<file path="config.mk">
export PLATFORM = sky130hd
export DESIGN_NAME = imm_gen_pipe
export DESIGN_NICKNAME = d
export VERILOG_FILES = /design/src/rtl/rv_imm_pkg.sv /design/src/rtl/imm_decode.sv /design/src/rtl/imm_gen_pipe.sv
export SDC_FILE = /design/constraint.sdc
export NUM_CORES = 1
export LEC_CHECK = 0
export BUFFER_PORTS_ARGS = -buffer_cell sky130_fd_sc_hd__buf_4
export CAP_MARGIN = 0
export CORE_ASPECT_RATIO = 1.25
export CORE_MARGIN = 5
export CORE_UTILIZATION = 45
export DETAILED_ROUTE_END_ITERATION = 10
export HOLD_SLACK_MARGIN = 0.08
export PLACE_DENSITY = 0.69
export SLEW_MARGIN = 5
export SYNTH_ARGS = -nofsm -noshare
export SYNTH_HDL_FRONTEND = slang
export SYNTH_SLANG_ARGS = --single-unit
</file>
<file path="constraint.sdc">
create_clock -name clk -period 4.1 [get_ports clk]
set_input_delay 0.205 -clock clk [delete_from_list [all_inputs] [get_ports clk]]
set_output_delay 0.205 -clock clk [all_outputs]
set_load 0.05 [all_outputs]
</file>
<file path="src/rtl/rv_imm_pkg.sv">
// Shared RV opcode constants and the immediate format encoding used by the decode-stage immediate path.
package rv_imm_pkg;

  localparam logic [6:0] OPC_LUI     = 7'b0110111;
  localparam logic [6:0] OPC_AUIPC   = 7'b0010111;
  localparam logic [6:0] OPC_JAL     = 7'b1101111;
  localparam logic [6:0] OPC_JALR    = 7'b1100111;
  localparam logic [6:0] OPC_BRANCH  = 7'b1100011;
  localparam logic [6:0] OPC_LOAD    = 7'b0000011;
  localparam logic [6:0] OPC_STORE   = 7'b0100011;
  localparam logic [6:0] OPC_OPIMM   = 7'b0010011;
  localparam logic [6:0] OPC_OPIMM32 = 7'b0011011;

  typedef enum logic [2:0] {
    FMT_NONE = 3'd0,
    FMT_I    = 3'd1,
    FMT_S    = 3'd2,
    FMT_B    = 3'd3,
    FMT_U    = 3'd4,
    FMT_J    = 3'd5,
    FMT_SH   = 3'd6
  } imm_fmt_t;

endpackage

</file>
<file path="src/rtl/imm_decode.sv">
// Combinational RV immediate decoder: format select, bit assembly, sign/zero extension to XLEN.
// Illegal encodings force a zero immediate and FMT_NONE so downstream never sees partial decode.
module imm_decode
  import rv_imm_pkg::*;
#(
  parameter int XLEN = 32
) (
  input  logic [31:0]     instr_i,
  output logic [XLEN-1:0] imm_o,
  output imm_fmt_t        fmt_o,
  output logic            illegal_o
);

  if (XLEN != 32 && XLEN != 64) begin : g_bad_xlen
    $error("imm_decode: XLEN must be 32 or 64");
  end

  logic [6:0]  opc;
  logic        is_shift;
  logic [5:0]  shamt;
  logic [31:0] imm32;
  imm_fmt_t    fmt;
  logic        illegal;

  assign opc      = instr_i[6:0];
  assign is_shift = (instr_i[14:12] == 3'b001) || (instr_i[14:12] == 3'b101);

  always_comb begin
    fmt     = FMT_NONE;
    illegal = 1'b0;
    shamt   = 6'd0;
    case (opc)
      OPC_LUI, OPC_AUIPC: fmt = FMT_U;
      OPC_JAL:            fmt = FMT_J;
      OPC_JALR, OPC_LOAD: fmt = FMT_I;
      OPC_BRANCH:         fmt = FMT_B;
      OPC_STORE:          fmt = FMT_S;
      OPC_OPIMM: begin
        if (is_shift) begin
          fmt = FMT_SH;
          // RV32 has no shamt[5]; setting it is a reserved encoding
          if (XLEN == 64) begin
            shamt = instr_i[25:20];
          end else begin
            shamt   = {1'b0, instr_i[24:20]};
            illegal = instr_i[25];
          end
        end else begin
          fmt = FMT_I;
        end
      end
      OPC_OPIMM32: begin
        if (XLEN != 64) begin
          illegal = 1'b1;
        end else if (is_shift) begin
          fmt     = FMT_SH;
          shamt   = {1'b0, instr_i[24:20]};
          illegal = instr_i[25];
        end else begin
          fmt = FMT_I;
        end
      end
      default: illegal = 1'b1;
    endcase
  end

  always_comb begin
    imm32 = 32'd0;
    case (fmt)
      FMT_I:   imm32 = {{20{instr_i[31]}}, instr_i[31:20]};
      FMT_S:   imm32 = {{20{instr_i[31]}}, instr_i[31:25], instr_i[11:7]};
      FMT_B:   imm32 = {{19{instr_i[31]}}, instr_i[31], instr_i[7], instr_i[30:25], instr_i[11:8], 1'b0};
      FMT_U:   imm32 = {instr_i[31:12], 12'd0};
      FMT_J:   imm32 = {{11{instr_i[31]}}, instr_i[31], instr_i[19:12], instr_i[20], instr_i[30:21], 1'b0};
      default: imm32 = 32'd0;
    endcase
  end

  always_comb begin
    imm_o       = {XLEN{imm32[31]}};
    imm_o[31:0] = imm32;
    if (fmt == FMT_SH) begin
      imm_o      = '0;
      imm_o[5:0] = shamt;
    end
    fmt_o     = fmt;
    illegal_o = illegal;
    if (illegal) begin
      imm_o = '0;
      fmt_o = FMT_NONE;
    end
  end

endmodule

</file>
<file path="src/rtl/imm_gen_pipe.sv">
// Pipelined immediate generator: decode then a 2-entry skid buffer, 1-cycle latency, full rate.
// in_ready comes from registered occupancy only, so there is no combinational path from out_ready.
module imm_gen_pipe
  import rv_imm_pkg::*;
#(
  parameter int XLEN  = 32,
  parameter int TAG_W = 32
) (
  input  logic             clk,
  input  logic             rst,
  input  logic             in_valid,
  output logic             in_ready,
  input  logic [31:0]      in_instr,
  input  logic [TAG_W-1:0] in_tag,
  output logic             out_valid,
  input  logic             out_ready,
  output logic [XLEN-1:0]  out_imm,
  output logic [2:0]       out_fmt,
  output logic             out_illegal,
  output logic [TAG_W-1:0] out_tag
);

  typedef struct packed {
    logic [XLEN-1:0]  imm;
    imm_fmt_t         fmt;
    logic             illegal;
    logic [TAG_W-1:0] tag;
  } imm_res_t;

  localparam logic [1:0] ST_EMPTY = 2'd0;
  localparam logic [1:0] ST_ONE   = 2'd1;
  localparam logic [1:0] ST_FULL  = 2'd2;

  logic [1:0]      state_q, state_d;
  imm_res_t        m_q, m_d, k_q, k_d;
  imm_res_t        dec_res;
  logic [XLEN-1:0] dec_imm;
  imm_fmt_t        dec_fmt;
  logic            dec_illegal;
  logic            accept;

  imm_decode #(.XLEN(XLEN)) u_decode (
    .instr_i   (in_instr),
    .imm_o     (dec_imm),
    .fmt_o     (dec_fmt),
    .illegal_o (dec_illegal)
  );

  assign dec_res  = '{imm: dec_imm, fmt: dec_fmt, illegal: dec_illegal, tag: in_tag};
  assign in_ready = (state_q != ST_FULL) && !rst;
  assign accept   = in_valid && in_ready;

  // M always drives the outputs; K only catches the word accepted while M is stalled
  always_comb begin
    state_d = state_q;
    m_d     = m_q;
    k_d     = k_q;
    case (state_q)
      ST_EMPTY: begin
        if (accept) begin
          m_d     = dec_res;
          state_d = ST_ONE;
        end
      end
      ST_ONE: begin
        if (out_ready) begin
          if (accept) m_d = dec_res;
          else        state_d = ST_EMPTY;
        end else if (accept) begin
          k_d     = dec_res;
          state_d = ST_FULL;
        end
      end
      ST_FULL: begin
        if (out_ready) begin
          m_d     = k_q;
          state_d = ST_ONE;
        end
      end
      default: state_d = ST_EMPTY;
    endcase
  end

  always_ff @(posedge clk) begin
    if (rst) begin
      state_q <= ST_EMPTY;
      m_q     <= '0;
      k_q     <= '0;
    end else begin
      state_q <= state_d;
      m_q     <= m_d;
      k_q     <= k_d;
    end
  end

  assign out_valid   = (state_q != ST_EMPTY);
  assign out_imm     = m_q.imm;
  assign out_fmt     = m_q.fmt;
  assign out_illegal = m_q.illegal;
  assign out_tag     = m_q.tag;

endmodule
</file>
==> results of run 1 <==
==> final cells by class <==
class                           count  area (µm²)  share of cell area
Clock buffer                       18         429              0.0547
Tap cell                          168         210              0.0268
Clock inverter                     14         198              0.0252
Sequential cell                   138        2760               0.352
Timing Repair Buffer              185        1490               0.190
Multi-Input combinational cell    518        2750               0.350
Inverter                            2        7.51            0.000958
==> power by group through the flow <==
| stage | logic [mW] | clock network (mW) | registers [mW] |
|---|---|---|---|
| 6_report | 0.525 | 1.60 | 1.43 |
| 5_1_grt | 0.562 | 1.68 | 1.44 |
| 4_1_cts | 0.526 | 1.62 | 1.43 |
| 3_5_place_dp | 0.495 | 0 | 1.46 |
| 3_3_place_gp | 0.486 | 0 | 1.46 |
| 2_1_floorplan | 0.172 | 0 | 1.60 |
==> kinds of logic (layout without fill, tap and decap cells) <==
group           count (synthesis)  in the layout  share of synthesized area
flops                         138            138                      0.481
mux                             2              2                    0.00458
simple gates                  327            327                      0.240
buf+inv                        62            219                     0.0436
compound gates                189            189                      0.231
==> registers in the layout (all words and copies together) (netlist names) <==
name and cells:
k_q 68, out_imm 32, state_q 2, out_tag 32, out_fmt 3, out_illegal 1
==> final timing paths <==
kind,startpoint,end,depth (start not counted)
setup / recovery,state_q[1]$_SDFFE_PP0P_,out_tag[26]$_SDFFE_PP0P_,5
hold / removal,in_instr[12],k_q[48]$_SDFFE_PP0P_,3
setup reg to reg,state_q[1]$_SDFFE_PP0P_,out_tag[26]$_SDFFE_PP0P_,5
hold reg to reg,k_q[28]$_SDFFE_PP0P_,k_q[28]$_SDFFE_PP0P_,2
==> routing by layer <==
metal / vias to the layer above / GRT usage
met5: - / 0
met4: 0 / 0.101
met3: 38 / 0.0548
met2: 216 / 0.371
met1: 2705 / 0.266
li1: 2821 / -
==> placed cells by master, fill, tap and decap left out, drive strengths merged, types with 18 or more instances in the layout <==
| master | count |
|---|---|
| clkbuf | 18 |
| o21ai | 36 |
| a21oi | 45 |
| nand2 | 181 |
| a211oi | 22 |
| dfxtp | 138 |
| nor2 | 88 |
| dlygate4sd3 | 39 |
| a221oi | 21 |
| a311oi | 34 |
| buf | 146 |
==> what timing repair did <==
item,4_1_cts,5_1_grt
hold endpoints to repair,65,0
setup buffers,0,0
hold buffers,39,0
==> through the flow <==
| step | hold WS (ns) | std cells | cell area [µm²] |
|---|---|---|---|
| 2_1_floorplan | 0.284 | 718 | 5740 |
| 3_3_place_gp | 0.435 | 972 | 6820 |
| 3_5_place_dp | 0.447 | 972 | 6820 |
| 4_1_cts | 0.0804 | 1043 | 7840 |
| 5_1_grt | 0.0826 | 1043 | 7840 |
| 6_report | 0.0903 | 1043 | 7840 |
==> worst max-delay path, delay by kind of cell (launching register included) <==
kind | cells | cell delay (ns)
AOI/OAI and AO/OA | 2 | 0.97
and+or+nand+nor | 2 | 0.59
DFF | 1 | 0.37
buffers and inverters | 1 | 0.43
==> impl_metrics.ini, run 1 <==
[cells_and_area]
fill_cells = 1115
area_growth_pct = 36.6
final_layout_size_suffix_gt1_frac = 0.218
n_antenna_cell = 0
finalCoreUtilization = 0.622
finalNetCount = 930

[logic_synthesis]
avgSynthCellArea_um2 = 8.00
synth-async-reset-ratio = 0
ys.warnings.count = 0
synth_nets = 786
yosysMostFrequentCell = nand2_1
synth_seq_cells = 138
synth_common_cells = nand2_1 (181), dfxtp_1 (138), nor2_1 (88)
synth_edf_count = 0
synthFlopType = dfxtp_1
synth-seq-area-share = 0.481
synth.cell_area_um2 = 5740
syn_inst = 718
yosysTopAreaCell = dfxtp_1
synth_area_leaders = dfxtp_1 (48%), nand2_1 (12%), nor2_1 (5.8%)
yosysUniqueCellTypes = 46
synth.top_cell.area_share = 0.481

[timing]
max_freq_mhz = 402
worst_pin_slew_ns = 1.01
finalHoldViolCount = 0
finClkSkew_ns = 0.00709
setup_viol = 0
fin_tns_setup_ns = 0
fin_ws_ns = 1.61
finalMaxSlewViolations = 0
final.min_clock_period_ns = 2.49
relSlewSlack = 0.326
rsz0062_at_grt = no
finalCritPeriodShare = 0.607

[status]
status = finished clean

[clocking]
cts_root_buffer = clkbuf_16
cts_buffers = 17
postCtsResizedCells = 0
clock-sinks = 138
cts_buffer_depth = 2
htree_num_levels = 4
clk_latency_ns = 0.41
cts_tree = built
clkTransAtPathRegs_ns = 0.06

[worst_setup_path]
crit_type = reg -> reg
cp_max_fo = 38
cp_cell_sequence = nor3b_1 > a22o_2 > buf_4 > nor2_1 > a311oi_1
cp-start-kind = flop
max_stage_delay_ns = 0.70
required_ns = 4.41
end_kind = flop
ff2ff_setup_slack_ns = 1.61
arrival_ns = 2.80
slowest_stage = a22o_2

[routing]
dr.max_layer_used = met4
first_pass_iters = 6
wl_mm = 16.7
vias = 5780
drt_iter0_drc = 360
drt-met1-wl_mm = 7.10
routedWlPerCell_um = 16.0
route.detailed.drc = 0
ant_nets = 0
via_per_inst = 5.54
met2_length_mm = 7.97
wl_met3_mm = 1.13

[die]
start_util = 0.455
dieArea_um2 = 15100
core_um2 = 12600
rows = 46
die_w_um = 111
io_pins = 138
die_y_um = 136

[power]
seqPwrFrac = 0.402
power_frac_comb = 0.148
internal_power_mw = 2.61
peakVddDrop_mv = 0.268
p_leak_nw = 3.02
netSwitchingPower_mw = 0.951
clockPowerShare = 0.450
powerDensity_nw_per_um2 = 454
power_mw = 3.56
power.share.switching = 0.267

[placed_design]
port_buffers = 137
place_ws_ns = 1.49
gp_congestion = 0.859
dp_hpwl_mm = 11.2

[global_route]
grt_pass1_vias = 5716
grt_pass1_wl_mm = 27.6
grt-ovfl-total = 0
antenna_found_initial = 0
grt_usage = 0.220
grt_max_degree = 78

[worst_hold_path]
hold_class = in -> reg

[run]
max_cap_viol_count = 0
No activity file was read; power rests on OpenSTA's default activity.
==> run 2, diff against run 1 <==
PLACE_DENSITY = 0.72   (was 0.69)
clock period = 2.2 ns   (was 4.1 ns; I/O delays follow)
==> impl_metrics.ini, run 2 (synthesis gave the netlist of run 1 again) <==
[status]
status = finished clean

[cells_and_area]
area_growth_pct = 41.6
final_layout_size_suffix_gt1_frac = 0.229
layout_common_cells = nand2_1 (181), buf_4 (157), dfxtp_1 (138)
multi_input_comb_area_um2 = 2750
largest_reg_flops = 68
n_antenna_cell = 0
final_common_cell = nand2_1
fill_cells = 1041
top_register = k_q
design_area_um2 = 8130
finalCoreUtilization = 0.645
regArea_um2 = 2760
finalNetCount = 958

[clocking]
cts_root_buffer = clkbuf_16
cts_buffer_depth = 2
clk_latency_ns = 0.41
htree_num_levels = 4
cts_buffers = 17
clock-sinks = 138
clkTransAtPathRegs_ns = 0.05
cts_tree = built

[global_route]
grt_pass1_vias = 5738
grt_max_degree = 89
grt_usage = 0.220
grt_pass1_wl_mm = 27.6
antenna_found_initial = 0
grt-ovfl-total = 0

[timing]
worst_pin_slew_ns = 0.897
setup_viol = 0
rsz0062_at_grt = no
finClkSkew_ns = 0.00753
finalCritPeriodShare = 0.928
fin_tns_setup_ns = 0
max_freq_mhz = 490
finalHoldViolCount = 0
relSlewSlack = 0.402
hold_ws_ns = 0.139
finalMaxSlewViolations = 0
fin_ws_ns = 0.158
final.min_clock_period_ns = 2.04

[routing]
via_per_inst = 5.48
route.detailed.drc = 0
wl_mm = 16.8
drt_iter0_drc = 460
routedWlPerCell_um = 15.7
ant_nets = 0
vias = 5874
first_pass_iters = 5

[worst_hold_path]
hold_class = in -> reg

[worst_setup_path]
required_ns = 2.09
arrival_ns = 1.93
crit_type = reg -> out
cp-start-kind = flop
cp_max_fo = 33
end_kind = primary output

[placed_design]
dp_hpwl_mm = 11.0
placed_area_um2 = 6930
port_buffers = 137
place_ws_ns = 0.144
gp_congestion = 0.905

[run]
max_cap_viol_count = 0

[die]
dieArea_um2 = 15100
rows = 46
io_pins = 138
start_util = 0.455
die_y_um = 136
die_w_um = 111
core_um2 = 12600

[power]
peakVddDrop_mv = 0.466
p_leak_nw = 3.18
powerDensity_nw_per_um2 = 826
==> run 2: layer usage <==
metal	GRT usage	vias to the layer above	wire length, µm
met2	0.378	212	8390
met1	0.261	2748	7090
met4	0.0906	0	466
met5	0	-	0
li1	-	2878	-
met3	0.0606	36	895
==> run 2: through the flow <==
| stage | cells | total power [mW] |
|---|---|---|
| global placement | 985 | 3.63 |
| floorplan | 718 | 3.30 |
| global route | 1071 | 6.97 |
| detailed placement | 985 | 3.65 |
| finish | 1071 | 6.71 |
| CTS | 1071 | 6.76 |
==> run 2: cell type report <==
type,count,share of cell area
Clock buffer,19,0.0557
Inverter,2,0.000924
Timing Repair Buffer,213,0.215
Sequential cell,138,0.340
Tap cell,168,0.0259
Clock inverter,13,0.0234
Multi-Input combinational cell,518,0.339
==> run 2: path summary, 6_finish.rpt <==
| kind | startpoint | to | cells past startpoint | slack, ns |
|---|---|---|---|---|
| max | state_q[1]$_SDFFE_PP0P_ | in_ready | 5 | 0.16 |
| min | in_instr[8] | k_q[37]$_SDFFE_PP0P_ | 4 | 0.14 |
| max reg2reg | state_q[1]$_SDFFE_PP0P_ | out_imm[13]$_SDFFE_PP0P_ | 5 | 0.32 |
| min reg2reg | k_q[31]$_SDFFE_PP0P_ | k_q[31]$_SDFFE_PP0P_ | 2 | 0.45 |
==> run 2: where the power goes <==
part,internal [mW],total (mW),switching [mW]
logic,0.382,1.02,0.635
clock network,1.97,3.03,1.07
registers,2.60,2.66,0.0586
total,4.95,6.71,1.76
==> run 2: worst max-delay path, stage by stage (launching register included) <==
cell	delay, ns
dfxtp_1	0.47
nor2b_4	0.21
buf_4	0.25
buf_6	0.29
nor2_1	0.07
buf_4	0.23
==> run 2: repair_timing <==
item | CTS | global route
setup buffers | 0 | 0
setup endpoints to repair | 0 | 7
gates resized for setup | 0 | 3
endpoints found under the hold margin | 103 | 0
hold buffers | 54 | 0
